--- src/rtl/adiabatic_pkg.sv ---
// Shared phase encoding and per-stage phase decode for the adiabatic pipeline.
package adiabatic_pkg;

    localparam int PH_COUNT = 4;

    typedef enum logic [1:0] {
        PH_WAIT    = 2'd0,
        PH_EVAL    = 2'd1,
        PH_HOLD    = 2'd2,
        PH_RECOVER = 2'd3
    } phase_t;

    // Each stage lags the global power clock by one quarter-phase per stage index.
    function automatic phase_t stage_phase(input logic [1:0] ph, input int unsigned k);
        logic [1:0] k_mod;
        k_mod = k[1:0];
        return phase_t'(ph - k_mod);
    endfunction

endpackage

--- src/rtl/adiabatic_buf_stage.sv ---
// Clocked adiabatic buffer: captures the upstream token during its EVAL phase.
module adiabatic_buf_stage import adiabatic_pkg::*; #(
    parameter int WIDTH = 4
) (
    input  logic             clkpos,
    input  logic             rst,
    input  logic             en,
    input  phase_t           phase,
    input  logic [WIDTH-1:0] d_in,
    input  logic             v_in,
    output logic [WIDTH-1:0] d_out,
    output logic             v_out
);

    logic [WIDTH-1:0] d_q;
    logic             v_q;

    // Data is retained through RECOVER/WAIT until the next EVAL overwrites it.
    always_ff @(posedge clkpos or posedge rst) begin
        if (rst) begin
            d_q <= '0;
            v_q <= 1'b0;
        end else if (en && phase == PH_EVAL) begin
            d_q <= d_in;
            v_q <= v_in;
        end
    end

    assign d_out = d_q;
    assign v_out = v_q;

endmodule

--- src/rtl/adiabatic_nandn_pipe.sv ---
// Four-phase adiabatic pipeline: N_IN-input NAND/AND gate stage followed by
// STAGES-1 buffer stages, with a saturating completed-token counter.
module adiabatic_nandn_pipe import adiabatic_pkg::*; #(
    parameter int N_IN   = 2,
    parameter int WIDTH  = 4,
    parameter int STAGES = 2,
    parameter int CNT_W  = 16
) (
    input  logic                  clkpos,
    input  logic                  rst,
    input  logic                  en,
    input  logic                  mode,
    input  logic                  in_valid,
    output logic                  in_ready,
    input  logic [WIDTH*N_IN-1:0] a,
    output logic [WIDTH-1:0]      out,
    output logic                  out_valid,
    input  logic                  clr_count,
    output logic [CNT_W-1:0]      op_count
);

    localparam int LAST = STAGES - 1;

    logic [1:0] ph_q, ph_d;
    phase_t     stg_ph [STAGES];

    logic [STAGES-1:0][WIDTH-1:0] d_stg;
    logic [STAGES-1:0]            v_stg;

    logic [WIDTH-1:0] gate_w;
    logic [WIDTH-1:0] d0_q;
    logic             v0_q;

    logic [CNT_W-1:0] cnt_q, cnt_d;
    logic             last_hold;
    logic             cnt_inc;

    assign ph_d = ph_q + 2'd1;

    always_ff @(posedge clkpos or posedge rst) begin
        if (rst)     ph_q <= 2'd0;
        else if (en) ph_q <= ph_d;
    end

    for (genvar k = 0; k < STAGES; k++) begin : g_ph
        assign stg_ph[k] = stage_phase(ph_q, k);
    end

    for (genvar l = 0; l < WIDTH; l++) begin : g_lane
        assign gate_w[l] = mode ? (&a[l*N_IN +: N_IN]) : ~(&a[l*N_IN +: N_IN]);
    end

    // A bubble clears the data as well so idle slots never carry stale lanes.
    always_ff @(posedge clkpos or posedge rst) begin
        if (rst) begin
            d0_q <= '0;
            v0_q <= 1'b0;
        end else if (en && stg_ph[0] == PH_EVAL) begin
            d0_q <= in_valid ? gate_w : '0;
            v0_q <= in_valid;
        end
    end

    assign d_stg[0] = d0_q;
    assign v_stg[0] = v0_q;

    for (genvar k = 1; k < STAGES; k++) begin : g_stage
        adiabatic_buf_stage #(.WIDTH(WIDTH)) u_stage (
            .clkpos (clkpos),
            .rst    (rst),
            .en     (en),
            .phase  (stg_ph[k]),
            .d_in   (d_stg[k-1]),
            .v_in   (v_stg[k-1]),
            .d_out  (d_stg[k]),
            .v_out  (v_stg[k])
        );
    end

    assign last_hold = (stg_ph[LAST] == PH_HOLD);
    assign in_ready  = en && (stg_ph[0] == PH_EVAL);
    assign out       = last_hold ? d_stg[LAST] : '0;
    assign out_valid = last_hold && v_stg[LAST];

    // A token counts when the last stage leaves HOLD; clear beats increment.
    assign cnt_inc = en && last_hold && v_stg[LAST];

    always_comb begin
        cnt_d = cnt_q;
        if (clr_count)
            cnt_d = '0;
        else if (cnt_inc && cnt_q != {CNT_W{1'b1}})
            cnt_d = cnt_q + CNT_W'(1);
    end

    always_ff @(posedge clkpos or posedge rst) begin
        if (rst) cnt_q <= '0;
        else     cnt_q <= cnt_d;
    end

    assign op_count = cnt_q;

endmodule

--- config.mk ---
export PLATFORM = sky130hd
export DESIGN_NAME = adiabatic_nandn_pipe
export DESIGN_NICKNAME = d
export VERILOG_FILES = /design/src/rtl/adiabatic_pkg.sv /design/src/rtl/adiabatic_buf_stage.sv /design/src/rtl/adiabatic_nandn_pipe.sv
export SDC_FILE = /design/constraint.sdc
export NUM_CORES = 1
export LEC_CHECK = 0
export CAP_MARGIN = 20
export CORE_ASPECT_RATIO = 0.9
export CORE_MARGIN = 1.5
export CORE_UTILIZATION = 50
export CTS_CLUSTER_DIAMETER = 100
export CTS_CLUSTER_SIZE = 20
export DETAILED_ROUTE_END_ITERATION = 12
export DONT_BUFFER_PORTS = 1
export SLEW_MARGIN = 20
export SYNTH_ARGS = -nofsm -noshare
export SYNTH_HDL_FRONTEND = slang
export SYNTH_SLANG_ARGS = --single-unit
--- constraint.sdc ---
create_clock -name clkpos -period 2.3 [get_ports clkpos]
set_input_delay 0.345 -clock clkpos [delete_from_list [all_inputs] [get_ports clkpos]]
set_output_delay 0.345 -clock clkpos [all_outputs]
set_load 0.01 [all_outputs]
# Yosys cells after proc, flatten, opt, wreduce, memory -nomap -nowiden
# Cells that the tools add are included.
# totals
reg_bits	28
inputBits	14
out_inout_bits	22
elab_cells	36
# classes
add_sub_neg	3
n_eq_ne	4
n_mux	8
n_bitwise	4
reduce_logical	11
# op_table
operator	n
$mux 16	2
$add 16x1->16 const B	1
$ne 16x16->1 const B	1
$mux 4	2
$reduce_and 2->1	4
$logic_and 1x1->1	6
$eq 2x1->1 const B	2
$mux 1	4
$not 1->1	4
$add 2x1->2 const B	1
$eq 2x2->1 const B	1
$reduce_bool 2->1	1
$sub 2x1->2 const B	1

# Depth between registers and ports, before layout
# Gate-level depths: netlist (run 1).
# logic_depth
word_depth	7
mapped_depth	6
depth_no_buf	5

# Hierarchy
# From an unflattened synthesis (run 1), not the netlist that was laid out.
# hier_totals
cells_unflattened	151
hier_area_um2	1511.4
# modules_own_cells
module	n_inst	cells_per_inst	area_per_inst_um2	seq_area_each_um2
adiabatic_nandn_pipe	1	139	1287.5	575.6
adiabatic_buf_stage	1	12	224.0	125.1

# Least setup slack after synthesis (run 1)
# Ideal clock, no wire load.
# synth_timing
path_kind	register -> register
from	register cnt_q[0], in the netlist op_count[0]
to	register cnt_q[2], in the netlist op_count[2]
setup_time_ns	0.127
t_arrival_ns	1.677
t_required_ns	2.173
path_slack_ns	0.496
stages_incl_launch_ff	6
n_path_buf	0
synth_period_minus_slack_ns	1.804
cell_sequence	dfrtp_1 -> ha_1 -> nand4_1 -> or4_4 -> nand3_2 -> mux2_1
# synth_between
elab_chain_len	3
elab_cells_between_ends	6
cone_classes	add/sub (1); eq/ne (1); mux (2); reduce/logical (2)
# synth_rtl
item	line	rtl
start: declaration	adiabatic_nandn_pipe.sv:34	logic [CNT_W-1:0] cnt_q, cnt_d;
start signal: assignment	adiabatic_nandn_pipe.sv:98	else cnt_q <= cnt_d;
$add 16x1->16 or $ne 16x16->1 (tied branches)	adiabatic_nandn_pipe.sv:93, adiabatic_nandn_pipe.sv:92	
$mux 16 or $logic_and 1x1->1 (tied branches)	adiabatic_nandn_pipe.sv:92	else if (cnt_inc && cnt_q != {CNT_W{1'b1}})
$mux 16 or $reduce_bool 2->1 (tied branches)	--	
# Several ways; a longest one is shown, not always the timed one. The select of a mux whose other input is x is not followed.
# A chain may end at the register's enable or synchronous reset.

# Worst setup path in the final report (run 1)
# Ends and elaborated chain as after synthesis.

==> flow_summary.yaml, run 1 <==
run_status:
  status: "complete, no violations"
sta:
  finalSetupTns_ns: 0
  rsz0062_at_grt: "no"
  min_period_over_period_pct: 85.6
  hold_violations: 0
  fmaxAchievable_ghz: 0.508
  setup_viol_count_final: 0
  finalWorstSetupSlack_ns: 0.331
  slew-limit-headroom_pct: 68.5
  tightest_slew_ns: 0.473
  finalClockSkew_ns: 0.00812
  drv_slew: 0
  min_period_ns: 1.97
die:
  num_rows: 18
  ios: 36
  initial_core_util_pct: 54.2
  die_h_um: 55.6
  core_um2: 2840
  die_w_um: 61.5
  die_area_um2: 3420
power_and_ir_drop:
  p_int_w: 0.000780
  finalPower_w: 0.00112
  power_frac_clock_pct: 18.3
  switching_share_pct: 30.4
  powerDensity_nw_per_um2: 697
  ir_drop_mv: 0.503
  switching_power_w: 0.000340
  p_leak_nw: 0.680
  power_frac_seq_pct: 58.8
  power_frac_comb_pct: 22.9
worst_setup_path:
  worstPathCellList: "ha_1 -> nand4_1 -> or4_4 -> nand3_2 -> mux2_1"
  crit_arrival_ns: 2.20
  r2r_cells: 5
  end_kind: "flop"
  reg2reg_slack_ns: 0.33
  r2r_start: "op_count[0]"
  cp_max_fo: 6
  required_ns: 2.54
  path_delay_family: "simple AND/OR/NAND/NOR gates"
  crit_slowest_cell: "dfrtp_1"
  crit_path_max_incr_delay_ns: 0.49
  rr_endpoint: "op_count[2]"
  path_depth: 5
  crit_buf_inv: 0
  start_kind: "flop"
  critical_path_class: "reg2reg"
worst_hold_path:
  hold_path_class: "in2reg"
  holdPathEnd: "op_count[3]"
  worstHoldStart: "clr_count"
  hold_depth: 1
global_routing:
  grt_overflow: 0
  antenna_found_initial: 0
  grt_pass1_wl_um: 5020
  grt_start_max_net_pins: 20
  grt_pass1_vias: 1107
  track_usage_pct: 18.9
drt:
  routed_wl_um: 3030
  dr.pass1.iters: 4
  post_drt_wl_per_cell_um: 16.0
  drc: 0
  drtIter0Drc: 79
  vias: 1164
  drtAntennaViolNets: 0
  viasPerCell: 6.13
clocking:
  cts_tree: "built"
  cts_sinks: 28
  clk_latency_ns: 0.33
  cts_resized: 0
  path_clk_slew_ns: 0.15
  cts_made_buffers: 3
  cts_buffer_depth: 2
  cts_max_level: 1
  clockRootBuffer: "clkbuf_4"
final_layout:
  diodes: 0
  design_area_um2: 1610
  multi_input_area_um2: 774
  layout_common_cells: "dfrtp_1 (28), nand2_1 (14), a21oi_1 (12), inv_1 (7)"
  layout_commonest_cell: "dfrtp_1"
  drive_gt1_share_pct: 13.3
  regArea_um2: 701
  layout.nets: 170
  fillers: 273
  area_delta_synth_final_pct: 4.39
placement:
  hpwlAfterDp_um: 2270
  placed_area_um2: 1570
  gp_routability_congestion: 0.734
  dp_slack_ns: 0.343
  portBuffers: 0
synthesis:
  synthFlopType: "dfrtp_1"
  ys_ff_latch: 28
  syn-cell-area_um2: 1540
  synth_cell_type_count: 40
  async_reset_ff_share_pct: 100
  yosys_warnings: 0
  yosysSeqAreaShare_pct: 45.5
  synth_edf_count: 0
  synthCells: 148
  syn_nets: 166
  syn_avg_cell_area_um2: 10.4
run:
  drv_cap: 0
## layout make-up
type,instances,area share [%]
clock buffer,3,1.40
inverter,7,1.64
multi-input combinational,108,48.2
sequential,28,43.6
tap,40,3.12
timing repair buffer,4,2.02
## how the worst max path moves through the flow
stage / start / to
2_1_floorplan: op_count[0] / op_count[2]
3_3_place_gp: op_count[0] / op_count[2]
3_5_place_dp: op_count[0] / op_count[2]
4_1_cts: op_count[0] / op_count[2]
5_1_grt: ph_q[0] / op_count[11]
6_report: op_count[0] / op_count[2]
## repair_timing
action / 4_1_cts / 5_1_grt
endpoints found under the setup margin: 0 / 0
hold endpoints to repair: 12 / 0
setup buffers: 0 / 0
hold buffers: 1 / 0
## synthesized netlist by cell type (all sizes together), types with 3 or more instances
library cell / count / area share, %
dfrtp: 28 / 46
nand2: 14 / 3.4
a21oi: 12 / 3.9
nand3: 9 / 3.9
inv: 7 / 1.7
mux2: 7 / 5.1
or4: 7 / 3.7
o31ai: 6 / 2.9
and2: 5 / 2.0
o21ai: 5 / 1.6
xor2: 5 / 2.8
a22o: 4 / 2.3
buf: 4 / 2.2
ha: 4 / 3.3
or3: 4 / 1.6
and4: 3 / 1.7
nand4: 3 / 1.6
nor2: 3 / 0.73
nor4: 3 / 2.6
## metal layers
layer	routed length, um	global-route usage (%)	vias to the layer above
li1	-	-	559
met1	1320	24.7	575
met2	1520	31.4	30
met3	190	6.51	0
met4	0	0.912	0
met5	0	0	-
## stage by stage
step	utilization, %	instances	hold WS, ns
after floorplan	-	148	0.410
after global placement	55.5	186	0.269
after detailed placement	55.5	186	0.273
after CTS	56.6	190	0.0383
after global routing	56.6	190	0.0212
final	56.6	190	0.0486
## flip-flops by register name, summed over array words and instances (netlist names)
signal,flops
op_count,16
d0_q,4
g_stage.u_stage.d_out,4
ph_q,2
g_stage.u_stage.v_out,1
v0_q,1
## power by group through the flow
stage	Combinational [W]	Sequential [W]	Clock [W]
2_1_floorplan	0.000229	0.000646	0
3_3_place_gp	0.000248	0.000662	0
3_5_place_dp	0.000259	0.000668	0
4_1_cts	0.000262	0.000658	0.000213
5_1_grt	0.000290	0.000671	0.000233
6_report	0.000257	0.000658	0.000205
## worst reg2reg max path, cell delays in order, from the launching register on
cell,delay [ns]
dfrtp_1,0.49
ha_1,0.26
nand4_1,0.22
or4_4,0.49
nand3_2,0.10
mux2_1,0.32
## logic make-up (layout without fill, tap and decap cells)
logic type / after synthesis / after routing / synth area share, %
AND/OR/NAND/NOR: 58 / 58 / 24.1
adder cells (fa/ha/maj): 4 / 4 / 3.25
multiplexers: 7 / 7 / 5.12
XOR/XNOR: 5 / 5 / 2.85
AO/OA/AOI/OAI: 34 / 34 / 15.0
flip-flops: 28 / 28 / 45.5
buffers and inverters: 12 / 14 / 4.15
(Power assumes the default switching activity.)
==> run 2: changes to the inputs <==
Settings changed: ABC_AREA from default to 1.
==> run 2 against run 1 <==
Against the previous run: clock power increased by 45%; fmax increased by 14%; flip-flop and latch count unchanged; sequential share of layout area decreased by 3.9 points; cell count increased by 39%; total power increased by 8.5%; die area increased by 8.2%; utilization about the same; combinational power increased by 8.6%; clock-buffer cell count increased by 1; critical path type unchanged; critical endpoint is now op_count[13].
==> flow_summary.yaml, run 2 <==
clocking:
  cts_setup_buffers: 0
  cts_sinks: 28
  clk_latency_ns: 0.27
  cts_max_level: 1
  cts_tree: "built"
  cts_buffer_depth: 2
  cts_made_buffers: 3
  clockRootBuffer: "clkbuf_8"
  path_clk_slew_ns: 0.09
power_and_ir_drop:
  powerDensity_nw_per_um2: 689
  ir_drop_mv: 0.489
  finalPower_w: 0.00121
  p_leak_nw: 0.965
global_routing:
  grt_start_max_net_pins: 23
  grt_pass1_vias: 1249
  track_usage_pct: 20.2
  use_met1_pct: 29.3
  antenna_found_initial: 0
  grt_overflow: 0
  met2_usage_pct: 30.5
  grt.met3_usage_pct: 5.05
  busiest_layer: "met2"
  grt_pass1_wl_um: 5870
worst_setup_path:
  required_ns: 2.51
  rr_endpoint: "op_count[13]"
  worstPathCellList: "ha_1 -> nand2_1 -> inv_1 -> nand2_1 -> nor3_4 -> nand2_1 -> nand2_1"
  worstSetupEndpoint: "op_count[13]"
  cp_max_fo: 9
  crit_path_max_incr_delay_ns: 0.42
  start_kind: "flop"
  r2r_start: "ph_q[0]"
  cp-startpoint: "ph_q[0]"
  path_depth: 7
  crit_top_cell: "nand2_1"
  critical_path_class: "reg2reg"
  reg2reg_slack_ns: 0.58
  crit_buf_inv: 1
  r2r_cells: 7
  end_kind: "flop"
  crit_slowest_cell: "dfrtp_1"
  crit_arrival_ns: 1.93
  path_delay_family: "simple AND/OR/NAND/NOR gates"
die:
  ios: 36
  die_area_um2: 3700
  core_um2: 3110
  die_h_um: 57.9
  die_w_um: 64.0
  initial_core_util_pct: 53.7
  num_rows: 19
synthesis:
  synthCells: 221
  yosys_warnings: 0
  synthFlopType: "dfrtp_1"
  syn_nets: 239
  syn-cell-area_um2: 1670
  yosys.area.top_type: "dfrtp_1"
  ys_ff_latch: 28
  yosysMostFrequentCell: "nand2_1"
  synth_cell_type_count: 23
  syn_avg_cell_area_um2: 7.56
  async_reset_ff_share_pct: 100
  synth_edf_count: 0
  synth_top_area_share_pct: 41.9
  yosysSeqAreaShare_pct: 41.9
  synthTopCellsByArea: "dfrtp_1 (42%), nand2_1 (17%), inv_1 (7.6%), nand3_1 (7.2%), xor2_1 (5.8%)"
  synthTopCellsByCount: "nand2_1 (74), inv_1 (34), dfrtp_1 (28), nand3_1 (24)"
placement:
  dp_cells: 260
  hpwlAfterDp_um: 2530
  gp_routability_congestion: 0.869
  portBuffers: 0
drt:
  drc: 0
  viasPerCell: 5.10
  post_drt_wl_per_cell_um: 12.3
  drtAntennaViolNets: 0
  dr.pass1.iters: 4
  drtIter0Drc: 81
  vias: 1352
  routed_wl_um: 3270
final_layout:
  layout_commonest_cell: "nand2_1"
  diodes: 0
  drive_gt1_share_pct: 6.28
  largest_reg_flops: 16
  layout.nets: 242
  layout_common_cells: "nand2_1 (74), inv_1 (34), dfrtp_1 (28), nand3_1 (24)"
  final_cells: 265
  fillers: 305
  utilization_pct: 56.6
  area_delta_synth_final_pct: 5.46
sta:
  hold_violations: 0
  rsz0062_at_grt: "no"
  setup_viol_count_final: 0
  finalSetupTns_ns: 0
  min_period_ns: 1.72
  slew-limit-headroom_pct: 54.6
  tightest_slew_ns: 0.680
  finalClockSkew_ns: 0.00322
  fmaxAchievable_ghz: 0.581
  drv_slew: 0
  hold_slack_ns: 0.147
  min_period_over_period_pct: 74.9
run_status:
  status: "complete, no violations"
run:
  drv_cap: 0
worst_hold_path:
  hold_path_class: "in2reg"
## run 2: changes by cell type after synthesis, moves of 4 or more
cell	change
mux2_2	-5
o22ai_1	+4
o31ai_1	-6
nor2_1	+8
nand3_1	+18
or4_1	-6
xor2_1	+6
inv_1	+27
o21ai_0	+5
and2_1	-5
nand2_1	+60
a22o_1	-4
or3_1	-4
a21oi_1	-11
## run 2: how the worst min path moves through the flow
stage,start,endpoint,slack [ns],depth (start not counted)
detailed placement,rst,op_count[6],0.28,1
global placement,rst,op_count[5],0.27,1
floorplan,rst,d0_q[0],0.41,1
finish,en,ph_q[1],0.15,1
global route,en,ph_q[0],0.14,1
CTS,en,ph_q[1],0.14,1
## run 2: what timing repair did
action                                 CTS  global route
hold buffers                             1             0
resized for setup                        0             0
setup endpoints to repair                0             0
endpoints found under the hold margin   12             0
## run 2: per-layer routing
metal | vias to the layer above | share of wire, %
met5 | - | 0
met4 | 0 | 1.0
met3 | 4 | 5.7
met2 | 40 | 43
met1 | 612 | 50
li1 | 696 | -
## run 2: stage by stage
step	area, um2	setup slack [ns]
6_report	1760	0.578
5_1_grt	1760	0.383
4_1_cts	1760	0.569
3_5_place_dp	1700	0.590
3_3_place_gp	1700	0.664
2_1_floorplan	1670	0.848
## run 2: cell families after synthesis
| kind of cell | after synthesis | share of synthesized area, % |
|---|---|---|
| fa+ha+maj | 4 | 2.99 |
| xor+xnor | 12 | 6.29 |
| compound gates | 12 | 3.89 |
| buf+inv | 38 | 9.66 |
| simple gates | 127 | 35.3 |
| flops | 28 | 41.9 |
## run 2: power by group
part | internal [W] | switching (W)
sequential | 0.000586 | 0.0000524
combinational | 0.0000961 | 0.000183
clock | 0.000153 | 0.000144
total | 0.000835 | 0.000379
## run 2: layout make-up
type	count	area (um2)	area share, %
clock buffer	4	55.1	3.12
inverter	34	128	7.24
multi-input combinational	155	810	45.9
sequential	28	701	39.7
tap	42	52.6	2.98
timing repair buffer	2	17.5	0.994
